$ cat src/rtl/ps2_scancode_decoder.sv
// ps2_scancode_decoder
// PS/2 keyboard front end. It synchronizes and deglitches the raw PS/2 lines,
// deframes 11-bit frames with an odd-parity check, and interprets the Set-2
// prefixes (E0 extended, F0 break, E1 pause). It emits one key event for each
// completed scan sequence.
// Optional build macro: PS2_TIMEOUT_EN. When it is defined, a receiver that
// stalls mid-frame for TIMEOUT_CYCLES clocks aborts the frame and pulses
// frame_err.
// Event timing: key_ready and frame_err assert two clocks after the edge on
// which the filtered falling edge of the stop bit is detected.
module ps2_scancode_decoder #(
  parameter int unsigned FILTER_LEN     = 8,
  parameter int unsigned TIMEOUT_CYCLES = 50000
) (
  input  logic       clk,
  input  logic       reset,
  input  logic       ps2_clk,
  input  logic       ps2_data,
  output logic       key_ready,
  output logic       make,
  output logic       ext,
  output logic [7:0] key_code,
  output logic       frame_err
);

  typedef enum logic [1:0] {
    S_IDLE,
    S_DATA,
    S_PARITY,
    S_STOP
  } rx_state_e;

  localparam logic [7:0] FILT_LAST = 8'(FILTER_LEN - 1);

  // Stop elaboration when the filter length or the timeout is out of range.
  if (FILTER_LEN < 2 || FILTER_LEN > 255 || TIMEOUT_CYCLES < 2) begin : g_param_check
    $error("ps2_scancode_decoder: FILTER_LEN must be 2..255 and TIMEOUT_CYCLES >= 2");
  end

  // ---------------------------------------------------------------------------
  // Input conditioning
  // ---------------------------------------------------------------------------
  logic clk_meta_q, clk_sync_q, data_meta_q, data_sync_q;

  // Two-flop synchronizers. The idle bus level is high, so the flops reset to 1.
  // NOTE: sequential state uses non-blocking assignments so every flop samples
  // the values from before the edge; blocking assignments here would collapse
  // the chain.
  always_ff @(posedge clk or posedge reset) begin
    if (reset) begin
      clk_meta_q  <= 1'b1;
      clk_sync_q  <= 1'b1;
      data_meta_q <= 1'b1;
      data_sync_q <= 1'b1;
    end else begin
      clk_meta_q  <= ps2_clk;
      clk_sync_q  <= clk_meta_q;
      data_meta_q <= ps2_data;
      data_sync_q <= data_meta_q;
    end
  end

  // ---------------------------------------------------------------------------
  // Glitch filter on the PS/2 clock
  // ---------------------------------------------------------------------------
  logic       clk_filt_q;
  logic [7:0] filt_cnt_q;
  logic       fall_q;
  logic       filt_disagree;
  logic       filt_flip;

  assign filt_disagree = (clk_sync_q != clk_filt_q);
  assign filt_flip     = filt_disagree && (filt_cnt_q == FILT_LAST);

  // The filtered clock flips after FILTER_LEN consecutive disagreeing samples.
  // fall_q is a one-clock pulse that follows each filtered 1->0 transition.
  always_ff @(posedge clk or posedge reset) begin
    if (reset) begin
      clk_filt_q <= 1'b1;
      filt_cnt_q <= '0;
      fall_q     <= 1'b0;
    end else begin
      fall_q <= filt_flip & clk_filt_q;
      if (!filt_disagree) begin
        filt_cnt_q <= '0;
      end else if (filt_flip) begin
        clk_filt_q <= ~clk_filt_q;
        filt_cnt_q <= '0;
      end else begin
        filt_cnt_q <= filt_cnt_q + 8'd1;
      end
    end
  end

  // ---------------------------------------------------------------------------
  // Frame receiver
  // ---------------------------------------------------------------------------
  rx_state_e  state_q, state_d;
  logic [2:0] bit_cnt_q, bit_cnt_d;
  logic [7:0] shift_q, shift_d;
  logic       parity_q, parity_d;
  logic       byte_valid_q, byte_valid_d;
  logic       bad_q, bad_d;
  logic [7:0] rx_byte_q;
  logic       timeout_hit;

`ifdef PS2_TIMEOUT_EN
  localparam logic [31:0] TO_LAST = 32'(TIMEOUT_CYCLES - 1);
  logic [31:0] to_cnt_q;

  // Counts the idle clocks between filtered falling edges while a frame is open.
  always_ff @(posedge clk or posedge reset) begin
    if (reset) begin
      to_cnt_q <= '0;
    end else if (state_q == S_IDLE || fall_q || timeout_hit) begin
      to_cnt_q <= '0;
    end else begin
      to_cnt_q <= to_cnt_q + 32'd1;
    end
  end

  assign timeout_hit = (state_q != S_IDLE) && !fall_q && (to_cnt_q == TO_LAST);
`else
  assign timeout_hit = 1'b0;
`endif

  // Next-state logic. Each filtered falling edge advances the receiver by one bit.
  // NOTE: every variable gets a default before the case statement, so no path
  // leaves a variable unassigned and no latch is inferred.
  always_comb begin
    state_d      = state_q;
    bit_cnt_d    = bit_cnt_q;
    shift_d      = shift_q;
    parity_d     = parity_q;
    byte_valid_d = 1'b0;
    bad_d        = 1'b0;
    if (timeout_hit) begin
      state_d = S_IDLE;
      bad_d   = 1'b1;
    end else if (fall_q) begin
      unique case (state_q)
        S_IDLE: begin
          if (!data_sync_q) begin
            state_d   = S_DATA;
            bit_cnt_d = 3'd0;
          end
        end
        S_DATA: begin
          shift_d = {data_sync_q, shift_q[7:1]};
          if (bit_cnt_q == 3'd7) begin
            state_d = S_PARITY;
          end else begin
            bit_cnt_d = bit_cnt_q + 3'd1;
          end
        end
        S_PARITY: begin
          parity_d = data_sync_q;
          state_d  = S_STOP;
        end
        S_STOP: begin
          state_d = S_IDLE;
          if (((^shift_q) ^ parity_q) && data_sync_q) begin
            byte_valid_d = 1'b1;
          end else begin
            bad_d = 1'b1;
          end
        end
        default: state_d = S_IDLE;
      endcase
    end
  end

  // Receiver state register. A good byte is held in rx_byte_q for the decoder.
  always_ff @(posedge clk or posedge reset) begin
    if (reset) begin
      state_q      <= S_IDLE;
      bit_cnt_q    <= '0;
      shift_q      <= '0;
      parity_q     <= 1'b0;
      byte_valid_q <= 1'b0;
      bad_q        <= 1'b0;
      rx_byte_q    <= '0;
    end else begin
      state_q      <= state_d;
      bit_cnt_q    <= bit_cnt_d;
      shift_q      <= shift_d;
      parity_q     <= parity_d;
      byte_valid_q <= byte_valid_d;
      bad_q        <= bad_d;
      if (byte_valid_d) begin
        rx_byte_q <= shift_q;
      end
    end
  end

  // ---------------------------------------------------------------------------
  // Scan-code sequence decoder
  // ---------------------------------------------------------------------------
  logic       ext_pend_q, brk_pend_q;
  logic [2:0] skip_q;
  logic       key_ready_q, make_q, ext_q, frame_err_q;
  logic [7:0] key_code_q;
  logic       is_response;

  // These bytes are device responses, not keys, unless a prefix is pending.
  assign is_response = rx_byte_q inside {8'hAA, 8'hFA, 8'hFE, 8'hEE, 8'h00, 8'hFF};

  // Consumes one received byte per byte_valid pulse. A frame error discards
  // any partially collected sequence.
  always_ff @(posedge clk or posedge reset) begin
    if (reset) begin
      ext_pend_q  <= 1'b0;
      brk_pend_q  <= 1'b0;
      skip_q      <= '0;
      key_ready_q <= 1'b0;
      make_q      <= 1'b0;
      ext_q       <= 1'b0;
      key_code_q  <= '0;
      frame_err_q <= 1'b0;
    end else begin
      key_ready_q <= 1'b0;
      frame_err_q <= bad_q;
      if (bad_q) begin
        ext_pend_q <= 1'b0;
        brk_pend_q <= 1'b0;
        skip_q     <= '0;
      end else if (byte_valid_q) begin
        if (skip_q != 3'd0) begin
          skip_q <= skip_q - 3'd1;
        end else if (rx_byte_q == 8'hE1) begin
          skip_q <= 3'd7;  // drop the rest of the 8-byte Pause sequence
        end else if (rx_byte_q == 8'hE0) begin
          ext_pend_q <= 1'b1;
        end else if (rx_byte_q == 8'hF0) begin
          brk_pend_q <= 1'b1;
        end else if (is_response && !ext_pend_q && !brk_pend_q) begin
          // Device response; dropped.
        end else begin
          key_ready_q <= 1'b1;
          key_code_q  <= rx_byte_q;
          make_q      <= ~brk_pend_q;
          ext_q       <= ext_pend_q;
          ext_pend_q  <= 1'b0;
          brk_pend_q  <= 1'b0;
        end
      end
    end
  end

  assign key_ready = key_ready_q;
  assign make      = make_q;
  assign ext       = ext_q;
  assign key_code  = key_code_q;
  assign frame_err = frame_err_q;

endmodule
$ cat config.mk
export PLATFORM = sky130hd
export DESIGN_NAME = ps2_scancode_decoder
export DESIGN_NICKNAME = d
export VERILOG_FILES = /design/src/rtl/ps2_scancode_decoder.sv
export SDC_FILE = /design/constraint.sdc
export NUM_CORES = 1
export LEC_CHECK = 0
export BUFFER_PORTS_ARGS = -buffer_cell sky130_fd_sc_hd__buf_2
export CAP_MARGIN = 40
export CORE_UTILIZATION = 40
export DETAILED_ROUTE_END_ITERATION = 16
export GPL_ROUTABILITY_DRIVEN = 0
export REMOVE_ABC_BUFFERS = 1
export SYNTH_ARGS = -nofsm -noshare
export SYNTH_HDL_FRONTEND = slang
export SYNTH_SLANG_ARGS = --single-unit
$ cat constraint.sdc
create_clock -name clk -period 2.05 [get_ports clk]
set_input_delay 0.41 -clock clk [delete_from_list [all_inputs] [get_ports clk]]
set_output_delay 0.41 -clock clk [all_outputs]
set_load 0.005 [all_outputs]
### Yosys cells after proc, flatten, opt, wreduce, memory -nomap -nowiden

Index checks and enable logic that the tools add are counted.

| cells by class | value |
|---|---|
| bitwise logic cells | 10 |
| add/subtract/negate cells | 3 |
| equality and inequality tests | 23 |
| mux-type cells | 38 |
| reduce and logical (&&, ||, !) cells | 23 |

Operators with widths:

| kind | number |
|---|---|
| $eq A8 B8 Y1 const B | 8 |
| $mux W1 | 26 |
| $mux W3 | 6 |
| $mux W8 | 2 |
| $ne A2 B2 Y1 const B | 6 |
| $reduce_and A5 Y1 | 2 |
| $ne A3 B3 Y1 const B | 3 |
| $add A8 B1 Y8 const B | 1 |
| $eq A8 B3 Y1 const B | 1 |
| $logic_not A8 Y1 | 1 |
| $not A1 Y1 | 8 |
| $pmux W2 S4 | 1 |
| $reduce_and A2 Y1 | 4 |
| $reduce_xor A8 Y1 | 1 |
| $reduce_and A7 Y1 | 1 |
| $pmux W3 S2 | 1 |
| $reduce_bool A3 Y1 | 2 |
| $reduce_bool A6 Y1 | 1 |
| $eq A2 B2 Y1 const B | 2 |
| $logic_and A1 B1 Y1 | 4 |
| $mux W2 | 2 |
| $reduce_and A4 Y1 | 1 |
| $reduce_bool A2 Y1 | 2 |
| $add A3 B1 Y3 const B | 1 |
| other kinds (9) | 10 |

| word-level totals | value |
|---|---|
| logic and storage cells | 119 |
| bits of input ports | 4 |
| register bits after elaboration | 55 |
| output and inout bits | 12 |

### Depth between registers and ports, before layout

Gate-level depths: netlist (run 1).

| depth | value |
|---|---|
| word-level depth | 11 |
| mapped depth | 7 |
| mapped depth without buffers | 7 |

### Worst setup path after synthesis (run 1)

Ideal clock, no wire load.

| path | value |
|---|---|
| path type | reg2reg |
| from | register rx_byte_q[0] |
| to | register key_code_q[0] (netlist: key_code[0]) |
| clock period less this slack | 2.026 ns |
| stages on the path, launching flop included | 7 |
| slack | 0.024 ns |
| data arrival time | 1.901 ns |
| buffers on the path | 1 |
| data required time | 1.925 ns |
| library setup time | 0.125 ns |
| cell sequence | dfrtp_1 > buf_6 > or4_1 > a21oi_1 > a31oi_1 > o31ai_4 > mux2_2 |

| on the way | value |
|---|---|
| word-level cells in the longest chain between the ends | 6 |
| elaborated cells on any way between the ends | 17 |
| those cells by class | 8 x eq/ne; 4 x bitwise; 5 x reduce/logical |

RTL lines:

| element | RTL line | text |
|---|---|---|
| start: declaration | 104 | `logic [7:0] rx_byte_q;` |
| start signal: assignment | 191 | `rx_byte_q <= shift_q;` |
| $eq A8 B8 Y1 / $logic_not A8 Y1 (equally long branches) | 206 | `assign is_response = rx_byte_q inside {8'hAA, 8'hFA, 8'hFE, 8'hEE, 8'h00, 8'hFF};` |
| $reduce_bool A6 Y1 | 206 |  |
| $logic_and A1 B1 Y1 (2 in a row) | 236 | `end else if (is_response && !ext_pend_q && !brk_pend_q) begin` |
| $not A1 Y1 (no line) | -- |  |
| $reduce_and A7 Y1 (no line) | -- |  |
| end signal: assignment | 240 | `key_code_q <= rx_byte_q;` |
| end: declaration | 202 | `logic [7:0] key_code_q;` |

Several ways; a longest one is shown, not always the timed one.
A chain may end at the register's enable or synchronous reset.

### Worst setup path after layout (run 1)

| path | value |
|---|---|
| from | register rx_byte_q[1] |
| to | register key_code_q[7] (netlist: key_code[7]) |

| on the way | value |
|---|---|
| word-level cells in the longest chain between the ends | 6 |
| elaborated cells on any way between the ends | 17 |
| those cells by class | 8 x eq/ne; 4 x bitwise; 5 x reduce/logical |

RTL lines:

| element | RTL line |
|---|---|
| $eq A8 B8 Y1 / $logic_not A8 Y1 (equally long branches) | 206 |
| $reduce_bool A6 Y1 | 206 |
| $logic_and A1 B1 Y1 (2 in a row) | 236 |
| $not A1 Y1 (no line) | -- |
| $reduce_and A7 Y1 (no line) * | -- |

Every way passes the cells marked *; elsewhere a longest branch is shown, timed or not.

==> impl_summary.log, run 1 <==
INFO  metric synth_area_per_cell = 12.3 µm²
INFO  metric reg2regPathDepth = 6
INFO  metric ant_nets = 0
INFO  metric drc_errors = 0
INFO  metric grt_max_degree = 40
INFO  metric dpl-instance-area = 2810 µm²
INFO  metric yosys_warnings = 0
INFO  metric ctsRootBufferMaster = clkbuf_8
INFO  metric synthDominantAreaCellType = dfrtp_1
INFO  metric layout.nets = 254
INFO  metric post-synth-top-count-cell = dfrtp_1
INFO  metric final.setup_skew = 0.0106 ns
INFO  metric core_area = 5960 µm²
INFO  metric route.detailed.wl_per_inst = 12.8 µm
INFO  metric ctsHtreeMaxLevel = 2
INFO  metric die_height = 80.9 µm
INFO  metric worst_skew_pair.late_latency = 0.31 ns
INFO  metric timing.hold.worst.class = in2async
INFO  metric io_pins = 16
INFO  metric area_added_between_synthesis_and_finish = 18.9%
INFO  metric mapped_cell_area = 2490 µm²
INFO  metric critical_path_peak_fanout = 9
INFO  metric clkTransAtPathRegs = 0.10 ns
INFO  metric multiInputGateArea = 1080 µm²
INFO  metric final_total_pwr = between 1.5 and 2 mW
INFO  metric placement.io_buffers = 15
INFO  metric top_reg_cell_synth = dfrtp_1
INFO  metric clock_sink_count = 55
INFO  metric initial_utilization = 41.8%
INFO  metric finalWorstSetupSlack = 0.0491 ns
INFO  metric global_route_wire_length_before_repair = 7200 µm
INFO  metric total_leakage_power = 1.49 nW
INFO  metric postSynthRegisterBits = 55
INFO  metric max_cap_viol_count = 0
INFO  metric transition_time_at_the_pin_with_the_least_slew_margin = 0.379 ns
INFO  metric clock_tree.buffer_depth = 2
INFO  metric finalHoldViolCount = 0
INFO  metric worstSetupStartpointType = flip-flop
INFO  metric final_area = 2960 µm²
INFO  metric ys_seq_area_share = 55.5%
INFO  metric drt_wl_total = 4060 µm
INFO  metric number_of_vias_per_cell = 4.91
INFO  metric global_route.usage.total = 14.4%
INFO  metric post_synth_inst_count = 202
INFO  metric final.period_utilization = a little over nine tenths
INFO  metric edff_count_synth = 0
INFO  metric slew_viol_final = 0
INFO  metric synth.distinct_cells = 41
INFO  metric grt.overflow.total = 0
INFO  metric run_status = completed
INFO  metric ir_drop = 0.620 mV
INFO  metric final-setup-viol-count = 0
INFO  metric drt-pass1-iter-count = 2
INFO  metric post_synth_most_frequent_cells = dfrtp_1 (50), mux2_2 (27), nand2_1 (14), nor2_1 (14), inv_1 (12)
INFO  metric seq_area = 1380 µm²
INFO  metric worst-endpoint-required = 2.25 ns
INFO  metric slew_headroom = 74.5%
INFO  metric fillers = between 500 and 600
INFO  metric path_class = reg2reg
INFO  metric final_util = 49.7%
INFO  metric number_of_antenna_violations_at_the_first_check_in_global_routing = 0
INFO  metric detailedRoute.firstIterationViolations = 89
INFO  metric dr_total_vias = 1551
INFO  metric period_minus_slack = roughly 2 ns
INFO  metric post_synth_main_area_contributors = dfrtp_1 (50%), mux2_2 (12%), dfstp_2 (5.3%)
INFO  metric tritoncts = done
INFO  metric postSynth.asyncResetShare = between 90% and 100%
INFO  metric hpwl = 2880 µm
INFO  metric data_arrival_time_of_the_critical_path = 2.20 ns
INFO  metric antenna-diode-count = 0
INFO  metric core.rowCount = 28
INFO  metric cts_made_buffers = 5
INFO  metric max_freq = 500 MHz
INFO  metric synth_top_area_share = 50.3%
INFO  metric post_cts_hold_buffer_count = 0
INFO  metric rsz0062_at_grt = yes
INFO  metric drive_above_1_share = 36.9%
INFO  metric cellPowerDensity = around 670 nW/µm²
INFO  metric totalNegativeSetupSlack = 0 ns
INFO  metric die_area = 6540 µm²
INFO  metric first_global_vias = 1630
INFO  metric die_x = just over 80 µm
INFO  metric place_ws = -0.0363 ns
INFO  metric endpoint_kind = flip-flop
-- where the power goes --
| part | total (mW) | switching [mW] | internal [mW] |
|---|---|---|---|
| sequential | 1.16 | 0.0275 | 1.13 |
| combinational | 0.120 | 0.0712 | 0.0488 |
| clock | 0.694 | 0.337 | 0.357 |
| total | 1.97 | 0.435 | 1.54 |
-- layout make-up --
cell class	instances	area share, %
Tap cell	75	3.17
Sequential cell	55	46.7
Clock buffer	5	2.32
Multi-Input combinational cell	132	36.5
Inverter	12	1.52
Clock inverter	2	1.27
Timing Repair Buffer	35	8.45
-- kinds of logic (layout without fill, tap and decap cells) --
logic type                 after synthesis  in the layout  share of synthesized area, %
xor gates and xnor gates                15             15                          5.83
buffers and inverters                   15             54                          2.61
muxes                                   27             27                          12.2
and+or+nand+nor                         53             53                          10.8
AOI/OAI and AO/OA                       28             28                          8.54
DFF                                     55             55                          55.5
adders and majority gates                9              9                          4.52
-- layout by cell type (no fill, tap or decap), types with 2 or more instances in the layout --
cell,instances
a22oi_1,2
nor2_1,14
buf_4,18
o21ai_0,8
dfstp_2,5
or4_1,2
buf_2,15
a21oi_1,5
clkbuf_8,5
nand2_1,13
nand3_1,5
a22o_1,3
dfrtp_1,49
xnor2_2,2
buf_12,2
inv_1,11
and3_1,2
or2_2,2
ha_1,9
mux2_2,27
xnor2_1,6
xor2_1,6
nor3_1,3
-- critical path: stages (launching register included) --
cell and delay [ns]:
dfrtp_1 0.43, or4_4 0.53, a21oi_2 0.16, a31oi_2 0.07, o31ai_4 0.23, buf_12 0.16, mux2_2 0.33
-- sequential cells by signal, summed over array words and instances, names as in the netlist, 2 cells and up --
name	count
shift_q	8
bit_cnt_q	3
key_code	8
filt_cnt_q	8
state_q	2
rx_byte_q	8
skip_q	3
-- metrics by stage --
| step | std cells | hold WS, ns |
|---|---|---|
| CTS | 316 | 0.0755 |
| global placement | 308 | 0.346 |
| detailed placement | 308 | 0.347 |
| global route | 316 | 0.0782 |
| finish | 316 | 0.0691 |
| floorplan | 199 | 0.345 |
-- layer usage --
metal / vias to the layer above / wire length [µm] / track usage (%)
met5: - / 0 / 0
met4: 0 / 54 / 5.36
met3: 7 / 101 / 3.37
met2: 19 / 1940 / 24.1
met1: 744 / 1960 / 18.1
li1: 781 / - / -
-- repair_timing --
item,in CTS,in global routing
gates resized for setup,2,7
setup endpoints to repair,8,16
buffers inserted,1,0
pin swaps,0,2
-- final timing paths --
path / to / start / slack, ns
min in group clk: clk_meta_q / ps2_clk / 0.20
setup reg to reg: key_code[7] / rx_byte_q[1] / 0.05
hold / removal: key_code[6] / reset / 0.07
max in group asynchronous: clk_meta_q / reset / 1.38
setup / recovery: key_code[7] / rx_byte_q[1] / 0.05
hold reg to reg: data_sync_q / data_meta_q / 0.36
(Power assumes the default switching activity.)
==> run 2: changes to the inputs <==
--- a/config.mk
+++ b/config.mk
@@ -5,12 +5,15 @@
 export SDC_FILE = /design/constraint.sdc
 export NUM_CORES = 1
 export LEC_CHECK = 0
+export ABC_AREA = 1
 export BUFFER_PORTS_ARGS = -buffer_cell sky130_fd_sc_hd__buf_2
 export CAP_MARGIN = 40
-export CORE_UTILIZATION = 40
+export CORE_UTILIZATION = 54
 export DETAILED_ROUTE_END_ITERATION = 16
 export GPL_ROUTABILITY_DRIVEN = 0
+export PLACE_DENSITY = 0.75
 export REMOVE_ABC_BUFFERS = 1
+export SETUP_SLACK_MARGIN = 0.4
 export SYNTH_ARGS = -nofsm -noshare
 export SYNTH_HDL_FRONTEND = slang
 export SYNTH_SLANG_ARGS = --single-unit
==> run 2 against run 1 <==
Design area is 12% higher. Utilization is 20 points higher. Combinational power hardly changed. Non-clock buffer count is 1 higher. Count of clock-buffer cells in the layout stayed put. Die area is 19% lower. Worst hold slack worse by 0.047 ns. Total power is 1.2% higher. Critical path type unchanged.
==> impl_summary.log, run 2 <==
INFO  metric layout_commonest_cell = nand2_1
INFO  metric data_arrival_time_of_the_critical_path = 1.85 ns (-0.35 ns)
INFO  metric drive_above_1_share = 28.1% (-8.8 points)
INFO  metric postSynthRegisterBits = 55 (unchanged)
INFO  metric finalWorstSetupSlack = 0.408 ns (+0.359 ns)
INFO  metric drt-pass1-iter-count = 4 (+2)
INFO  metric final_total_pwr = 1.99 mW (+1.2%)
INFO  metric totalNegativeSetupSlack = 0 ns (unchanged)
INFO  metric final-setup-viol-count = 0 (unchanged)
INFO  metric edff_count_synth = 0 (unchanged)
INFO  metric synth.distinct_cells = 33 (-20%)
INFO  metric global_route_wire_length_before_repair = 8540 µm (+19%)
INFO  metric worstSetupStartpointType = flip-flop
INFO  metric die_area = 5330 µm² (-19%)
INFO  metric post-synth-top-count-cell = nand2_1
INFO  metric global_route.usage.total = 21.1% (+6.7 points)
INFO  metric place_ws = 0.148 ns (+0.184 ns)
INFO  metric post_synth_most_frequent_cells = nand2_1 (86), dfrtp_1 (50), inv_1 (29), nor2_1 (29), nand4_1 (19)
INFO  metric fillers = 360 (-32%)
INFO  metric transition_time_at_the_pin_with_the_least_slew_margin = 0.397 ns (+0.0179 ns)
INFO  metric drt_wl_total = 5460 µm (+35%)
INFO  metric ys_seq_area_share = 50.8% (-4.7 points)
INFO  metric tritoncts = done
INFO  metric cts_made_buffers = 5 (unchanged)
INFO  metric post_synth_inst_count = 318 (+57%)
INFO  metric critical_path_peak_fanout = 3 (-6)
INFO  metric timing.hold.worst.class = in2async
INFO  metric slew_headroom = 73.5% (-0.99 points)
INFO  metric post_synth_main_area_contributors = dfrtp_1 (46%), nand2_1 (12%), dfstp_2 (4.8%)
INFO  metric rsz0062_at_grt = yes
INFO  metric die_x = 73.0 µm (-9.8%)
INFO  metric synth_top_area_share = 46.0% (-4.3 points)
INFO  metric clock_tree.buffer_depth = 2 (unchanged)
INFO  metric detailedRoute.firstIterationViolations = 135 (+52%)
INFO  metric top_reg_cell_synth = dfrtp_1
INFO  metric max_freq = 609 MHz (+22%)
INFO  metric max_cap_viol_count = 0 (unchanged)
INFO  metric worst-endpoint-required = 2.25 ns (about the same)
INFO  metric hpwl = 3470 µm (+21%)
INFO  metric ctsRootBufferMaster = clkbuf_8
INFO  metric period_minus_slack = 1.64 ns (-0.359 ns)
INFO  metric final.period_utilization = 80.1% (-18 points)
INFO  metric postSynth.asyncResetShare = 100% (unchanged)
INFO  metric layout.nets = 371 (+46%)
INFO  metric mapped_cell_area = 2720 µm² (+9.2%)
INFO  metric number_of_antenna_violations_at_the_first_check_in_global_routing = 0 (unchanged)
INFO  metric post_cts_hold_buffer_count = 0 (unchanged)
INFO  metric layout.cells.most_common_list = nand2_1 (84), dfrtp_1 (43), inv_1 (25), nor2_1 (24), nand4_1 (19)
INFO  metric path_class = reg2reg
INFO  metric initial_utilization = 56.8% (+15 points)
INFO  metric synthDominantAreaCellType = dfrtp_1
INFO  metric worst_skew_pair.late_latency = 0.31 ns (about the same)
INFO  metric ctsHtreeMaxLevel = 2 (unchanged)
INFO  metric antenna-diode-count = 0 (unchanged)
INFO  metric multiInputGateArea = 1330 µm² (+23%)
INFO  metric drc_errors = 0 (unchanged)
INFO  metric finalHoldViolCount = 0 (unchanged)
INFO  metric ant_nets = 0 (unchanged)
INFO  metric io_pins = 16 (unchanged)
INFO  metric core.rowCount = 25 (-11%)
INFO  metric dr_total_vias = 2224 (+43%)
INFO  metric run_status = completed
INFO  metric route.detailed.wl_per_inst = 12.8 µm (-0.22%)
INFO  metric endpoint_kind = flip-flop
INFO  metric number_of_vias_per_cell = 5.22 (+6.4%)
INFO  metric total_leakage_power = 1.67 nW (+12%)
INFO  metric core_area = 4790 µm² (-20%)
INFO  metric clock_sink_count = 55 (unchanged)
INFO  metric die_height = 73.0 µm (-9.8%)
INFO  metric placement.io_buffers = 15 (unchanged)
INFO  metric ir_drop = 0.414 mV (-33%)
INFO  metric grt.overflow.total = 0 (unchanged)
INFO  metric final.setup_skew = 0.0164 ns (+0.00579 ns)
INFO  metric clkTransAtPathRegs = 0.11 ns (about the same)
INFO  metric first_global_vias = 2021 (+24%)
INFO  metric seq_area = 1390 µm² (+0.54%)
INFO  metric synth_area_per_cell = 8.55 µm² (-31%)
INFO  metric grt_max_degree = 28 (-30%)
INFO  metric cellPowerDensity = 602 nW/µm² (-9.6%)
INFO  metric yosys_warnings = 0 (unchanged)
INFO  metric area_added_between_synthesis_and_finish = 21.8%
INFO  metric slew_viol_final = 0 (unchanged)
run 2: logic make-up after synthesis:
kind of cell / share of synthesized area [%]
and+or+nand+nor: 31.7
DFF: 50.8
buffers and inverters: 5.89
AOI/OAI and AO/OA: 5.80
adders and majority gates: 4.14
xor gates and xnor gates: 1.61
run 2: final cells by class:
cell class              count  share of cell area (%)
inverters                  35                    3.97
clock buffers               5                    2.08
flip-flops and latches     55                    42.0
repair buffers             36                    7.85
clock inverters             3                    1.32
multi-input cells         225                    40.3
well taps                  67                    2.53
run 2: what timing repair did:
action                                  CTS  global route
gates cloned                              0             2
hold endpoints to repair                  0             0
resized for setup                         9            31
pin swaps                                 2            11
endpoints found under the setup margin   12            23
setup buffers                             3            14
run 2: metrics by stage:
| step | instances | hold slack, ns | util (%) | cell area (µm²) |
|---|---|---|---|---|
| after floorplan | 313 | 0.345 | - | 2690 |
| after global placement | 399 | 0.346 | 60.4 | 2890 |
| after detailed placement | 399 | 0.349 | 60.4 | 2890 |
| after CTS | 410 | 0.0245 | 64.2 | 3070 |
| after global routing | 426 | 0.0350 | 69.2 | 3310 |
| final | 426 | 0.0217 | 69.2 | 3310 |
run 2: worst max-delay path, cell delays in order (launching register included):
cell and delay (ns):
dfrtp_1 0.39, inv_2 0.09, ha_4 0.14, inv_2 0.04, nor2_4 0.10, nand2_2 0.07, a31oi_4 0.23, buf_6 0.14
nor2_2 0.03, nor2_2 0.13, nand2_1 0.07, nand2_1 0.06, nand2_1 0.05
run 2: routing by layer:
metal | track usage (%) | vias up | share of wire [%]
li1 | - | 1118 | -
met1 | 25.3 | 1069 | 44
met2 | 37.9 | 33 | 53
met3 | 4.14 | 4 | 2.6
met4 | 7.19 | 0 | 0.97
met5 | 0 | - | 0
run 2: worst paths after layout:
kind	from	end	slack, ns	depth (start not counted)
setup / recovery	skip_q[1]	brk_pend_q	0.41	12
hold / removal	reset	filt_cnt_q[2]	0.02	2
setup reg to reg	skip_q[1]	brk_pend_q	0.41	12
hold reg to reg	data_meta_q	data_sync_q	0.36	0
max in group asynchronous	reset	data_meta_q	1.44	3
min in group clk	ps2_clk	clk_meta_q	0.20	1
run 2: where the power goes:
part           internal (mW)  switching, mW  total (mW)
combinational         0.0416         0.0813       0.123
clock                  0.364          0.346       0.710
sequential              1.13         0.0299        1.16
total                   1.54          0.457        1.99
